==> src/rtl/scan_integrator.sv <==
// -----------------------------------------------------------------------------
// scan_integrator
//
// Steps the transducer-array mux through every element in raster order. After
// each mux change it discards SETTLE_WINDOWS sampler windows. It then integrates
// sel_count*center_count over ACCUM_WINDOWS windows and presents one scaled,
// saturated 16-bit result per element on a valid/ready output.
//
// Ports:
//   clk           single clock
//   rst           synchronous, active-high reset
//   enable        scan run request (sampled in IDLE and at the handshake)
//   count_valid   one-cycle strobe: new sel_count/center_count window pair
//   sel_count     selected-element sampler count
//   center_count  center-element sampler count
//   row, col      current mux position (drives the selector)
//   out_valid     result available
//   out_ready     downstream accepts result
//   out_row/col   position of the presented result
//   out_value     (acc >> OUT_SHIFT) saturated to 16 bits
//   frame_done    one-cycle pulse after the last element is accepted
// -----------------------------------------------------------------------------
module scan_integrator #(
    parameter int ROWS           = 7,
    parameter int COLS           = 7,
    parameter int COUNT_W        = 16,
    parameter int SETTLE_WINDOWS = 4,
    parameter int ACCUM_WINDOWS  = 16,
    parameter int OUT_SHIFT      = 8
) (
    input  logic               clk,
    input  logic               rst,
    input  logic               enable,
    input  logic               count_valid,
    input  logic [COUNT_W-1:0] sel_count,
    input  logic [COUNT_W-1:0] center_count,
    output logic [2:0]         row,
    output logic [2:0]         col,
    output logic               out_valid,
    input  logic               out_ready,
    output logic [2:0]         out_row,
    output logic [2:0]         out_col,
    output logic [15:0]        out_value,
    output logic               frame_done
);

    // Accumulator wide enough for ACCUM_WINDOWS full-scale products.
    localparam int ACC_W = 2*COUNT_W + $clog2(ACCUM_WINDOWS);
    localparam int SET_W = (SETTLE_WINDOWS > 1) ? $clog2(SETTLE_WINDOWS) : 1;
    localparam int ACN_W = (ACCUM_WINDOWS > 1) ? $clog2(ACCUM_WINDOWS) : 1;
    // At least 17 bits so the saturation test always sees bit 16.
    localparam int SAT_W = (ACC_W > 16) ? ACC_W : 17;

    localparam logic [SET_W-1:0] SETTLE_LAST = SET_W'(SETTLE_WINDOWS - 1);
    localparam logic [ACN_W-1:0] ACCUM_LAST  = ACN_W'(ACCUM_WINDOWS - 1);
    localparam logic [2:0]       ROW_LAST    = 3'(ROWS - 1);
    localparam logic [2:0]       COL_LAST    = 3'(COLS - 1);

    typedef enum logic [1:0] {IDLE, SETTLE, ACCUM, EMIT} state_t;

    state_t             state_reg, state_next;
    logic [2:0]         row_reg, row_next;
    logic [2:0]         col_reg, col_next;
    logic               out_valid_reg, out_valid_next;
    logic [2:0]         out_row_reg, out_row_next;
    logic [2:0]         out_col_reg, out_col_next;
    logic [15:0]        out_value_reg, out_value_next;
    logic               frame_done_reg, frame_done_next;
    logic [ACC_W-1:0]   acc_reg, acc_next;
    logic [SET_W-1:0]   settle_cnt_reg, settle_cnt_next;
    logic [ACN_W-1:0]   acc_cnt_reg, acc_cnt_next;

    logic [2*COUNT_W-1:0] product;
    logic [ACC_W-1:0]     acc_sum;
    logic [SAT_W-1:0]     shifted;
    logic [15:0]          sat_value;

    // Full-width unsigned product; operands widened so nothing is truncated.
    assign product   = {{COUNT_W{1'b0}}, sel_count} * {{COUNT_W{1'b0}}, center_count};
    assign acc_sum   = acc_reg + ACC_W'(product);
    assign shifted   = SAT_W'(acc_sum >> OUT_SHIFT);
    assign sat_value = (shifted > SAT_W'(16'hFFFF)) ? 16'hFFFF : shifted[15:0];

    always_ff @(posedge clk) begin
        if (rst) begin
            state_reg      <= IDLE;
            row_reg        <= '0;
            col_reg        <= '0;
            out_valid_reg  <= 1'b0;
            out_row_reg    <= '0;
            out_col_reg    <= '0;
            out_value_reg  <= '0;
            frame_done_reg <= 1'b0;
            acc_reg        <= '0;
            settle_cnt_reg <= '0;
            acc_cnt_reg    <= '0;
        end else begin
            state_reg      <= state_next;
            row_reg        <= row_next;
            col_reg        <= col_next;
            out_valid_reg  <= out_valid_next;
            out_row_reg    <= out_row_next;
            out_col_reg    <= out_col_next;
            out_value_reg  <= out_value_next;
            frame_done_reg <= frame_done_next;
            acc_reg        <= acc_next;
            settle_cnt_reg <= settle_cnt_next;
            acc_cnt_reg    <= acc_cnt_next;
        end
    end

    always_comb begin
        state_next      = state_reg;
        row_next        = row_reg;
        col_next        = col_reg;
        out_valid_next  = out_valid_reg;
        out_row_next    = out_row_reg;
        out_col_next    = out_col_reg;
        out_value_next  = out_value_reg;
        frame_done_next = 1'b0;
        acc_next        = acc_reg;
        settle_cnt_next = settle_cnt_reg;
        acc_cnt_next    = acc_cnt_reg;

        case (state_reg)
            IDLE: begin
                // Strobes here are ignored, including one in the enable cycle.
                if (enable) begin
                    state_next      = SETTLE;
                    settle_cnt_next = '0;
                end
            end
            SETTLE: begin
                if (count_valid) begin
                    if (settle_cnt_reg == SETTLE_LAST) begin
                        state_next   = ACCUM;
                        acc_next     = '0;
                        acc_cnt_next = '0;
                    end else begin
                        settle_cnt_next = settle_cnt_reg + 1'b1;
                    end
                end
            end
            ACCUM: begin
                if (count_valid) begin
                    acc_next     = acc_sum;
                    acc_cnt_next = acc_cnt_reg + 1'b1;
                    // The final window's product is folded into the result directly.
                    if (acc_cnt_reg == ACCUM_LAST) begin
                        out_value_next = sat_value;
                        out_row_next   = row_reg;
                        out_col_next   = col_reg;
                        out_valid_next = 1'b1;
                        state_next     = EMIT;
                    end
                end
            end
            EMIT: begin
                // Result is held; windows arriving meanwhile are dropped.
                if (out_ready) begin
                    out_valid_next  = 1'b0;
                    settle_cnt_next = '0;
                    state_next      = enable ? SETTLE : IDLE;
                    if (col_reg == COL_LAST) begin
                        col_next = '0;
                        if (row_reg == ROW_LAST) begin
                            row_next        = '0;
                            frame_done_next = 1'b1;
                        end else begin
                            row_next = row_reg + 1'b1;
                        end
                    end else begin
                        col_next = col_reg + 1'b1;
                    end
                end
            end
            default: state_next = IDLE;
        endcase
    end

    assign row        = row_reg;
    assign col        = col_reg;
    assign out_valid  = out_valid_reg;
    assign out_row    = out_row_reg;
    assign out_col    = out_col_reg;
    assign out_value  = out_value_reg;
    assign frame_done = frame_done_reg;

endmodule

==> config.mk <==
export PLATFORM = sky130hd
export DESIGN_NAME = scan_integrator
export DESIGN_NICKNAME = d
export VERILOG_FILES = /design/src/rtl/scan_integrator.sv
export SDC_FILE = /design/constraint.sdc
export NUM_CORES = 1
export LEC_CHECK = 0
export BUFFER_PORTS_ARGS = -buffer_cell sky130_fd_sc_hd__buf_2
export CAP_MARGIN = 20
export CORE_ASPECT_RATIO = 0.7
export CORE_MARGIN = 2
export CORE_UTILIZATION = 60
export DETAILED_ROUTE_END_ITERATION = 8
export PLACE_DENSITY = 0.78
export SYNTH_ARGS = -nofsm -noshare
export SYNTH_HDL_FRONTEND = slang
export SYNTH_SLANG_ARGS = --single-unit
==> constraint.sdc <==
create_clock -name clk -period 11.3 [get_ports clk]
set_input_delay 2.825 -clock clk [delete_from_list [all_inputs] [get_ports clk]]
set_output_delay 2.825 -clock clk [all_outputs]
set_load 0.05 [all_outputs]
==> impl_metrics.env <==
export IMPL_status="finished clean"
export IMPL_totalWireLength_um=31000
export IMPL_path_clk_slew_ps=70
export IMPL_period_needed_ps=9200
export IMPL_slowest_delay_ps=570
export IMPL_syn_to_final_growth_pct=5.31
export IMPL_multi_input_area_um2=10100
export IMPL_finalHoldViolations=0
export IMPL_die_h_um=128
export IMPL_pin_count=67
export IMPL_synthDistinctLibCells=76
export IMPL_nFillCells=1811
export IMPL_cp_start_kind="input port"
export IMPL_fp_dieArea_um2=23400
export IMPL_synth_edf_count=0
export IMPL_critPathBufInv=6
export IMPL_cpMostUsedCell="fa_1"
export IMPL_crit_chain="buf_2 -> nand2_1 -> fa_1 -> inv_1 -> fa_1 -> inv_1 -> fa_1 -> inv_1 -> fa_1 -> fa_1 -> inv_1 -> fa_1 -> inv_1 -> ha_1 -> a21oi_1 -> o21ai_1 -> a211oi_1 -> a21oi_1 -> o221ai_1 -> nand3_1 -> nor4_4 -> nand4_4 -> o21a_1"
export IMPL_setup_tns_ps=0
export IMPL_crit_path_max_fanout=16
export IMPL_yosysWarnings=0
export IMPL_ys_ff_latch=74
export IMPL_drc_errors=0
export IMPL_dr_pass1_iters=7
export IMPL_grt_setup_unrepaired="no"
export IMPL_whs_ps=465
export IMPL_setup_viol=0
export IMPL_cts_max_path_buffers=2
export IMPL_fmax_mhz=109
export IMPL_worst_setup_path_end_kind="flip-flop"
export IMPL_grt_max_degree=75
export IMPL_place_ws_ps=1830
export IMPL_finalClockSkew_ps=10.9
export IMPL_syn_area_um2=13300
export IMPL_cts_tree="built"
export IMPL_crit_required_ps=11530
export IMPL_drt_iter0_drc=722
export IMPL_antenna_cells=0
export IMPL_drv_cap=0
export IMPL_viasPerCell=5.58
export IMPL_grt_pass1_wl_um=52300
export IMPL_dpl_hpwl_um=24900
export IMPL_seq_area_um2=1480
export IMPL_crit_type="in -> reg"
export IMPL_fp_coreArea_um2=21700
export IMPL_arrival_ps=9430
export IMPL_cts_resized=0
export IMPL_grt_util_all_layers=0.279
export IMPL_start_util=0.613
export IMPL_largest_register_ffs=36
export IMPL_numClockSinks=74
export IMPL_grt_pass1_vias=10600
export IMPL_gp_congestion=0.972
export IMPL_wire_per_inst_um=16.5
export IMPL_root_buffer="clkbuf_16"
export IMPL_vias=10500
export IMPL_layout_nets=1974
export IMPL_insertion_delay_ps=350
export IMPL_avgSynthCellArea_um2=8.39
export IMPL_hold_path_class="reg -> reg"
export IMPL_ys_flop_type="dfxtp_1"
export IMPL_synthCells=1583
export IMPL_dieWidth_um=182
export IMPL_max_slew_margin=0.454
export IMPL_cts_max_level=3
export IMPL_finish_utilization=0.645
export IMPL_drive_above_1_share=0.0675
export IMPL_syn_nets=1963
export IMPL_cts_buffers=9
export IMPL_antenna_found_initial=0
export IMPL_seq_area_frac_synth=0.112
export IMPL_numPortBuffers=66
export IMPL_fp_row_count=45
export IMPL_post_route_period_util=0.814
export IMPL_ys_async_sr_fraction=0
export IMPL_fin_ws_ps=2100
export IMPL_maxSlewViolCount=0
export IMPL_crit_slowest_cell="fa_1"
export IMPL_crit_family="adder cells"
export IMPL_grt_overflow_total=0
export IMPL_worstMarginPinSlew_ps=819
export IMPL_ctsHoldBuffers=0
export IMPL_post_cts_buffers=0
export IMPL_ant_nets=0
synth_stat cells, types with 12 or more instances:
library cell | number | share of area
ha_1 | 117 | 0.11
o21ai_0 | 28 | 0.011
mux2i_1 | 12 | 0.0090
dfxtp_1 | 74 | 0.11
nor2_1 | 111 | 0.031
a21oi_1 | 53 | 0.020
xnor2_1 | 13 | 0.0086
nand3_1 | 17 | 0.0064
inv_1 | 360 | 0.10
a22oi_1 | 25 | 0.014
fa_1 | 226 | 0.34
clkbuf_1 | 58 | 0.016
o21a_1 | 25 | 0.014
nor3_1 | 12 | 0.0045
and2_1 | 121 | 0.057
nand2_1 | 191 | 0.054
a21o_1 | 14 | 0.0079
cell usage in the layout (no fill, tap or decap), types with 3 or more instances in the layout:
cell,n
nor2_1,110
buf_4,3
a31oi_1,5
nand4b_1,3
a21oi_2,3
and2_1,121
a21o_1,14
inv_6,3
buf_2,66
o21ai_1,5
a21oi_1,53
nor3_1,12
a22oi_1,25
nand2_1,191
xnor2_1,13
nor3b_1,3
nor2b_1,4
o21a_1,25
dfxtp_1,74
nand4_1,11
ha_1,117
xor2_1,7
o221ai_1,4
a211oi_1,9
nand3_1,17
o21ai_0,28
mux2i_1,12
fa_1,226
inv_1,360
a211o_1,3
o211ai_1,3
nand2b_1,3
clkbuf_16,9
metal layers:
metal / routed length (µm) / track usage / up-vias / share of wire
li1: - / - / 4872 / -
met1: 13700 / 0.392 / 5186 / 0.44
met2: 14600 / 0.460 / 384 / 0.47
met3: 2180 / 0.0450 / 48 / 0.070
met4: 585 / 0.0670 / 0 / 0.019
met5: 0 / 0 / - / 0
tightest hold or removal path, stage by stage (launching register included):
cell     delay [ps]
dfxtp_1         320
nand2_1          50
a21oi_1          50
logic make-up (layout without fill, tap and decap cells):
| group | Yosys count | count (layout) | share of synthesized area |
|---|---|---|---|
| compound gates | 203 | 203 | 0.103 |
| xor+xnor | 20 | 20 | 0.0132 |
| fa+ha+maj | 343 | 343 | 0.451 |
| buf+inv | 430 | 446 | 0.126 |
| flops | 74 | 74 | 0.112 |
| mux | 12 | 12 | 0.00904 |
| simple gates | 501 | 501 | 0.186 |
per-stage QoR:
stage / cell area, µm² / std cells
floorplan: 13300 / 1583
global placement: 13700 / 1864
detailed placement: 13700 / 1864
CTS: 14000 / 1880
global route: 14000 / 1881
finish: 14000 / 1881
final timing paths:
check / startpoint / end / slack (ps) / depth (start not counted)
worst min-delay path: acc_reg[0]$_SDFFE_PP0P_ / acc_reg[0]$_SDFFE_PP0P_ / 460 / 2
worst min register to register: acc_reg[0]$_SDFFE_PP0P_ / acc_reg[0]$_SDFFE_PP0P_ / 460 / 2
worst max-delay path: center_count[9] / out_value[6]$_SDFFE_PP0P_ / 2100 / 23
worst max register to register: acc_reg[3]$_SDFFE_PP0P_ / out_value[6]$_SDFFE_PP0P_ / 5700 / 19
final cells by class:
| type | instances | share of cell area |
|---|---|---|
| multi-input cells | 1079 | 0.724 |
| flip-flops and latches | 74 | 0.106 |
| inverters | 360 | 0.0966 |
| repair buffers | 70 | 0.0263 |
| well taps | 282 | 0.0252 |
| clock buffers | 9 | 0.0161 |
| clock inverters | 7 | 0.00590 |
Power is not shown: default switching activity piles up to over one toggle a cycle in this logic, so the estimate is an artifact.
